File: src/rtl/jk_bank_driver.sv
// Sequencer for a bank of external negedge JK flip-flops: applies one J/K
// pattern per request, strobes the bank clock once, then checks the readback.
module jk_bank_driver #(
    parameter int WIDTH = 4
) (
    input  logic             clk,
    input  logic             preset_,
    input  logic             req_valid,
    output logic             req_ready,
    input  logic [1:0]       req_mode,
    input  logic [WIDTH-1:0] req_data,
    output logic [WIDTH-1:0] jk_j,
    output logic [WIDTH-1:0] jk_k,
    output logic             jk_clk,
    input  logic [WIDTH-1:0] fb_q,
    output logic             done,
    output logic             err,
    output logic [WIDTH-1:0] shadow,
    output logic [7:0]       err_count
);

    typedef enum logic [2:0] {
        IDLE     = 3'd0,
        SETUP    = 3'd1,
        PULSE_HI = 3'd2,
        PULSE_LO = 3'd3,
        SETTLE   = 3'd4,
        CHECK    = 3'd5
    } state_t;

    state_t           state;
    state_t           next_state;
    logic [1:0]       cap_mode;
    logic [WIDTH-1:0] cap_data;
    logic [WIDTH-1:0] req_j;
    logic [WIDTH-1:0] req_k;
    logic [WIDTH-1:0] expected;
    logic             accept;

    assign accept = req_valid && (state == IDLE);

    always_ff @(posedge clk or negedge preset_) begin
        if (!preset_) begin
            state <= IDLE;
        end else begin
            state <= next_state;
        end
    end

    always_comb begin
        next_state = state;
        case (state)
            IDLE:     if (req_valid) next_state = SETUP;
            SETUP:    next_state = PULSE_HI;
            PULSE_HI: next_state = PULSE_LO;
            PULSE_LO: next_state = SETTLE;
            SETTLE:   next_state = CHECK;
            CHECK:    next_state = IDLE;
            default:  next_state = IDLE;
        endcase
    end

    // The request is frozen at the handshake so J/K cannot move mid-pulse.
    always_ff @(posedge clk or negedge preset_) begin
        if (!preset_) begin
            cap_mode <= 2'b00;
            cap_data <= '0;
        end else if (accept) begin
            cap_mode <= req_mode;
            cap_data <= req_data;
        end
    end

    always_comb begin
        req_j = '0;
        req_k = '0;
        case (cap_mode)
            2'b00: begin
                req_j = cap_data;
                req_k = ~cap_data;
            end
            2'b01: begin
                req_j = cap_data;
                req_k = cap_data;
            end
            2'b10: begin
                req_j = '0;
                req_k = cap_data;
            end
            default: begin
                req_j = cap_data;
                req_k = '0;
            end
        endcase
    end

    assign expected = (req_j & ~shadow) | (~req_k & shadow);

    always_comb begin
        req_ready = 1'b0;
        jk_clk    = 1'b0;
        jk_j      = '0;
        jk_k      = '0;
        case (state)
            IDLE: req_ready = 1'b1;
            SETUP, PULSE_LO, SETTLE: begin
                jk_j = req_j;
                jk_k = req_k;
            end
            PULSE_HI: begin
                jk_clk = 1'b1;
                jk_j   = req_j;
                jk_k   = req_k;
            end
            default: ;
        endcase
    end

    // On a mismatch the shadow resyncs to what the bank actually holds.
    always_ff @(posedge clk or negedge preset_) begin
        if (!preset_) begin
            done      <= 1'b0;
            err       <= 1'b0;
            shadow    <= '1;
            err_count <= 8'h00;
        end else begin
            done <= (state == CHECK);
            err  <= (state == CHECK) && (fb_q != expected);
            if (state == CHECK) begin
                if (fb_q == expected) begin
                    shadow <= expected;
                end else begin
                    shadow <= fb_q;
                    if (err_count != 8'hFF) err_count <= err_count + 8'd1;
                end
            end
        end
    end

endmodule

File: config.mk
export PLATFORM = sky130hd
export DESIGN_NAME = jk_bank_driver
export DESIGN_NICKNAME = d
export VERILOG_FILES = /design/src/rtl/jk_bank_driver.sv
export SDC_FILE = /design/constraint.sdc
export NUM_CORES = 1
export LEC_CHECK = 0
export ABC_AREA = 0
export BUFFER_PORTS_ARGS = -buffer_cell sky130_fd_sc_hd__buf_2
export CAP_MARGIN = 20
export CORE_MARGIN = 10
export CORE_UTILIZATION = 42
export CTS_CLUSTER_DIAMETER = 150
export CTS_CLUSTER_SIZE = 12
export DETAILED_ROUTE_END_ITERATION = 10
export PLACE_DENSITY_LB_ADDON = 0.1
export SYNTH_ARGS = -nofsm -noshare
export SYNTH_HDL_FRONTEND = slang
export SYNTH_SLANG_ARGS = --single-unit
export TNS_END_PERCENT = 20
File: constraint.sdc
create_clock -name clk -period 3.15 [get_ports clk]
set_input_delay 0.315 -clock clk [delete_from_list [all_inputs] [get_ports clk]]
set_output_delay 0.315 -clock clk [all_outputs]
set_load 0.05 [all_outputs]
Word-level counts from Yosys, hierarchy flattened
Index checks and enable logic that the tools add are counted.
{"block": "op_classes", "add_sub_neg": 1, "eq_ne": 11, "mux": 9, "bitwise_logic": 7, "reduce_logical": 7}
{"cell": "$mux W4", "count": 4}
{"cell": "$pmux W3 S5", "count": 1}
{"cell": "$not A4 Y4", "count": 3}
{"cell": "$add A8 B1 Y8 const B", "count": 1}
{"cell": "$and A4 B4 Y4", "count": 2}
{"cell": "$ne A8 B8 Y1 const B", "count": 1}
{"cell": "$pmux W4 S2", "count": 1}
{"cell": "$eq A3 B2 Y1 const B", "count": 2}
{"cell": "$eq A3 B3 Y1 const B", "count": 2}
{"cell": "$eq A4 B4 Y1", "count": 1}
{"cell": "$ne A4 B4 Y1", "count": 1}
{"cell": "$or A4 B4 Y4", "count": 1}
{"cell": "$reduce_or A4 Y1", "count": 1}
{"cell": "$eq A3 B1 Y1 const B", "count": 1}
{"cell": "$logic_not A3 Y1", "count": 1}
{"cell": "$mux W3", "count": 1}
{"cell": "$reduce_and A3 Y1", "count": 1}
{"cell": "$eq A2 B1 Y1 const B", "count": 1}
{"cell": "$eq A2 B2 Y1 const B", "count": 1}
{"cell": "$logic_and A1 B1 Y1", "count": 2}
{"cell": "$logic_not A2 Y1", "count": 1}
{"cell": "$mux W1", "count": 2}
{"cell": "$ne A2 B2 Y1 const B", "count": 1}
{"cell": "$reduce_or A2 Y1", "count": 1}
{"cell": "$not A1 Y1", "count": 1}
{"block": "totals", "register_bits": 23, "input_bits": 13, "out_inout_bits": 24, "word_cells": 42}

Logic depth before layout (Yosys ltp)
{"block": "depth", "ltp_word": 9, "ltp_mapped": 9, "ltp_nobuf": 8}

Worst setup path before layout
Ideal clock, no wire load.
{"block": "synth_path", "path_type": "register to register", "startpoint": "register state[1]", "endpoint": "register cap_data[0]", "setup_time_ns": 0.125, "arrival_time_ns": 2.494, "required_ns": 3.025, "path_slack_ns": 0.531, "stages_incl_launch_ff": 6, "path_buffers": 2, "period_less_slack_ns": 2.619, "path_cell_list": "dfrtp_1 clkbuf_1 nor3_1 and2_1 clkbuf_1 mux2_2"}
{"block": "synth_between", "elab_chain_len": 2}
{"item": "start: declaration", "line": "31", "rtl": "state_t state;"}
{"item": "start signal: assignment", "line": "46", "rtl": "state <= next_state;"}
{"item": "$logic_not A3 Y1", "line": "40", "rtl": "assign accept = req_valid && (state == IDLE);"}
{"item": "$logic_and A1 B1 Y1", "line": "40"}
{"item": "end signal: assignment", "line": "70", "rtl": "cap_data <= req_data;"}
{"item": "end: declaration", "line": "34", "rtl": "logic [WIDTH-1:0] cap_data;"}
No other way between the ends.
A chain may end at the register's enable or synchronous reset.

Worst setup path after layout
{"block": "layout_path", "startpoint": "register cap_mode[0]", "endpoint": "register err_count[7]"}
{"block": "layout_between", "elab_chain_len": 9, "elab_cells_between_ends": 13, "classes_between": "eq/ne (3); mux (2); bitwise (5); reduce/logical (3)"}
{"item": "start: declaration", "line": "33", "rtl": "logic [1:0] cap_mode;"}
{"item": "start signal: assignment", "line": "69", "rtl": "cap_mode <= req_mode;"}
{"item": "$eq A2 B2 Y1 or $eq A2 B1 Y1 (tied branches)", "line": "77", "rtl": "case (cap_mode)"}
{"item": "$reduce_or A2 Y1 (no line)"}
{"item": "$pmux W4 S2", "line": "77"}
{"item": "$not A4 Y4", "line": "97", "rtl": "assign expected = (req_j & ~shadow) | (~req_k & shadow);"}
{"item": "$and A4 B4 Y4", "line": "97"}
{"item": "$or A4 B4 Y4 *", "line": "97"}
{"item": "$eq A4 B4 Y1 *", "line": "130", "rtl": "if (fb_q == expected) begin"}
{"item": "$not A1 Y1 (no line) *"}
{"item": "$reduce_and A3 Y1 (no line) *"}
{"item": "end signal: assignment", "line": "134", "rtl": "if (err_count != 8'hFF) err_count <= err_count + 8'd1;"}
{"item": "end: declaration", "line": "19", "rtl": "output logic [7:0] err_count"}
Every way passes the cells marked *; elsewhere a longest branch is shown, timed or not.

==> run summary <==
Synth warn -> 0
TritonCTS Buffers -> 3
Max Slew Vio Count -> 0
Synth Instances -> 141
Sequential area share after synthesis -> 0.434
Post-synthesis register bit count -> 23
Residual DRC -> 0
Buffers on Ports -> 36
Initial Util -> 0.439
Fmax achieved -> 399 MHz
Final wirelength -> 3.11 mm
Unrepaired setup endpoints after global routing -> no
Yosys top cell by area -> dfrtp_1
Clock sink total -> 23
GR Overflow Total -> 0
CP max FO -> 9
CP Launch Type -> register
Worst EP required -> 3.36 ns
H-tree Lvls -> 1
Root Driver -> clkbuf_4
Setup TNS -> 0 ns
Max-Cap Viols -> 0
Final Hold Fails -> 0
Clock Tree Buf Depth -> 2
First-pass GRT wire length -> 5.31 mm
Crit path time final -> 2.51 ns
CP Data Arrival Time -> 2.72 ns
Number of vias per cell -> 5.06
Syn_area_per_cell -> 9.49 µm²
Met1 Usage GRT -> 0.128
Layout cells sized above 1 -> 0.320
Die area -> 5850 µm²
Period utilisation layout -> 0.796
Final number of setup-violating endpoints -> 0
Vias -> 1,108
Count leader, synth -> nand2_1
Commonest cells in the synthesized netlist -> nand2_1 (25), dfrtp_1 (19), nor2_1 (9)
Core Footprint -> 3050 µm²
Post-synth EDFFs -> 0
Post-DP HPWL -> 2.42 mm
Multi-input logic area -> 704 µm²
Nets -> 192
Largest net degree at the start of global routing -> 24
Worst hold-check path type -> primary input to register
Busiest grt layer -> met2
Resized cells post-CTS -> 0
Ranking of synthesized cells by area -> dfrtp_1 (36%), dfstp_2 (7.9%), nand2_1 (7.0%)
Clock latency on the worst-skew pair -> 0.31 ns
Util after Layout -> 0.515
Reg area -> 581 µm²
Initial DRC Count -> 50
Post-synth top flop -> dfrtp_1
Per-cell routed wire length -> 14.2 µm
Count of cell types in the netlist -> 38
Synth-to-Final Area Change -> 17.4%
Fill cells -> 310
Synth top area share -> 0.355
Drt first pass iters -> 6
Worst slew pin tran -> 0.523 ns
ANT nets after route -> 0
Slew headroom -> 0.651
Clock transition at path regs -> 0.12 ns
Synthesized Nets -> 157
Die X -> 76.5 µm
Synth Cell Area -> 1340 µm²
Worst clock skew -> 0.00852 ns
Met3 GRT Util -> 0.0236
Total track usage -> 0.108
Rows -> 20
Routability cong. -> 0.774
IO Pins -> 37
Die Y -> 76.5 µm
Worst Setup End Kind -> register
FFs w/ async S/R, synth -> 1.00
ANT cells -> 0
Vias in the first global route -> 1,126
TritonCTS clock tree -> yes
Crit path kind -> register to register
Initial antenna violation count -> 0
GR Util met2 -> 0.184
Status -> finished, final reports clean
## cell usage in the layout (no fill, tap or decap), types with 3 or more instances in the layout
master    instances
xor2_1            6
nand2_1          25
nand3_1           4
xnor2_1           4
nor2_1            9
buf_2            36
mux2i_1           6
o21ai_0           6
dfrtp_1          19
inv_1             3
clkbuf_4          3
nor3_1            6
and2_1            4
ha_1              3
nand4_1           3
mux2_2            7
dfstp_2           4
## per-layer routing
layer	up-vias	wire, µm
met2	18	1480
met5	-	0
met3	4	122
met1	532	1470
met4	0	34
li1	554	-
## flip-flops by register name, summed over array words and instances, names as in the netlist
register / count
cap_mode: 2
shadow: 4
err: 1
state: 3
err_count: 8
done: 1
cap_data: 4
## cell families after synthesis
kind of cell | count (synthesis) | share of synthesized area
AO/OA/AOI/OAI | 12 | 0.0579
buffers and inverters | 11 | 0.0402
multiplexers | 13 | 0.104
AND/OR/NAND/NOR | 69 | 0.271
adder cells (fa/ha/maj) | 3 | 0.0280
XOR/XNOR | 10 | 0.0654
flip-flops | 23 | 0.434
## critical path, cell delays in order, from the launching register on
cell	delay, ns
dfrtp_1	0.35
inv_1	0.06
ha_1	0.30
or2b_2	0.34
xnor2_1	0.12
a222oi_1	0.32
nor4b_4	0.48
nor4_1	0.13
mux2_2	0.29
## per-stage QoR
| step | worst slack [ns] | hold slack (ns) | std cells | instance area, µm² |
|---|---|---|---|---|
| global route | 0.419 | 0.197 | 219 | 1570 |
| CTS | 0.619 | 0.183 | 219 | 1570 |
| detailed placement | 0.640 | 0.324 | 214 | 1540 |
| global placement | 0.724 | 0.316 | 214 | 1540 |
| floorplan | 0.531 | 0.0194 | 141 | 1340 |
| finish | 0.642 | 0.196 | 219 | 1570 |
## repair_timing
| action | CTS | global route |
|---|---|---|
| endpoints found under the hold margin | 19 | 0 |
| buffers inserted | 0 | 0 |
| hold buffers | 1 | 0 |
## layout make-up
class / count / share of cell area
Timing Repair Buffer: 37 / 0.121
Clock buffer: 4 / 0.0167
Sequential cell: 23 / 0.369
Inverter: 4 / 0.00955
Multi-Input combinational cell: 107 / 0.448
Tap cell: 44 / 0.0350
## final timing paths
check | from | cells past startpoint | to | slack [ns]
worst max-delay path | cap_mode[0] | 8 | err_count[7] | 0.64
worst min-delay path | fb_q[2] | 3 | shadow[2] | 0.20
worst max register to register | cap_mode[0] | 8 | err_count[7] | 0.64
worst min register to register | shadow[2] | 2 | shadow[2] | 0.50
max in group asynchronous | preset_ | 2 | shadow[0] | 2.28
min in group asynchronous | preset_ | 2 | cap_data[3] | 0.49
Power is not shown: default switching activity piles up to over one toggle a cycle in this logic, so the estimate is an artifact.
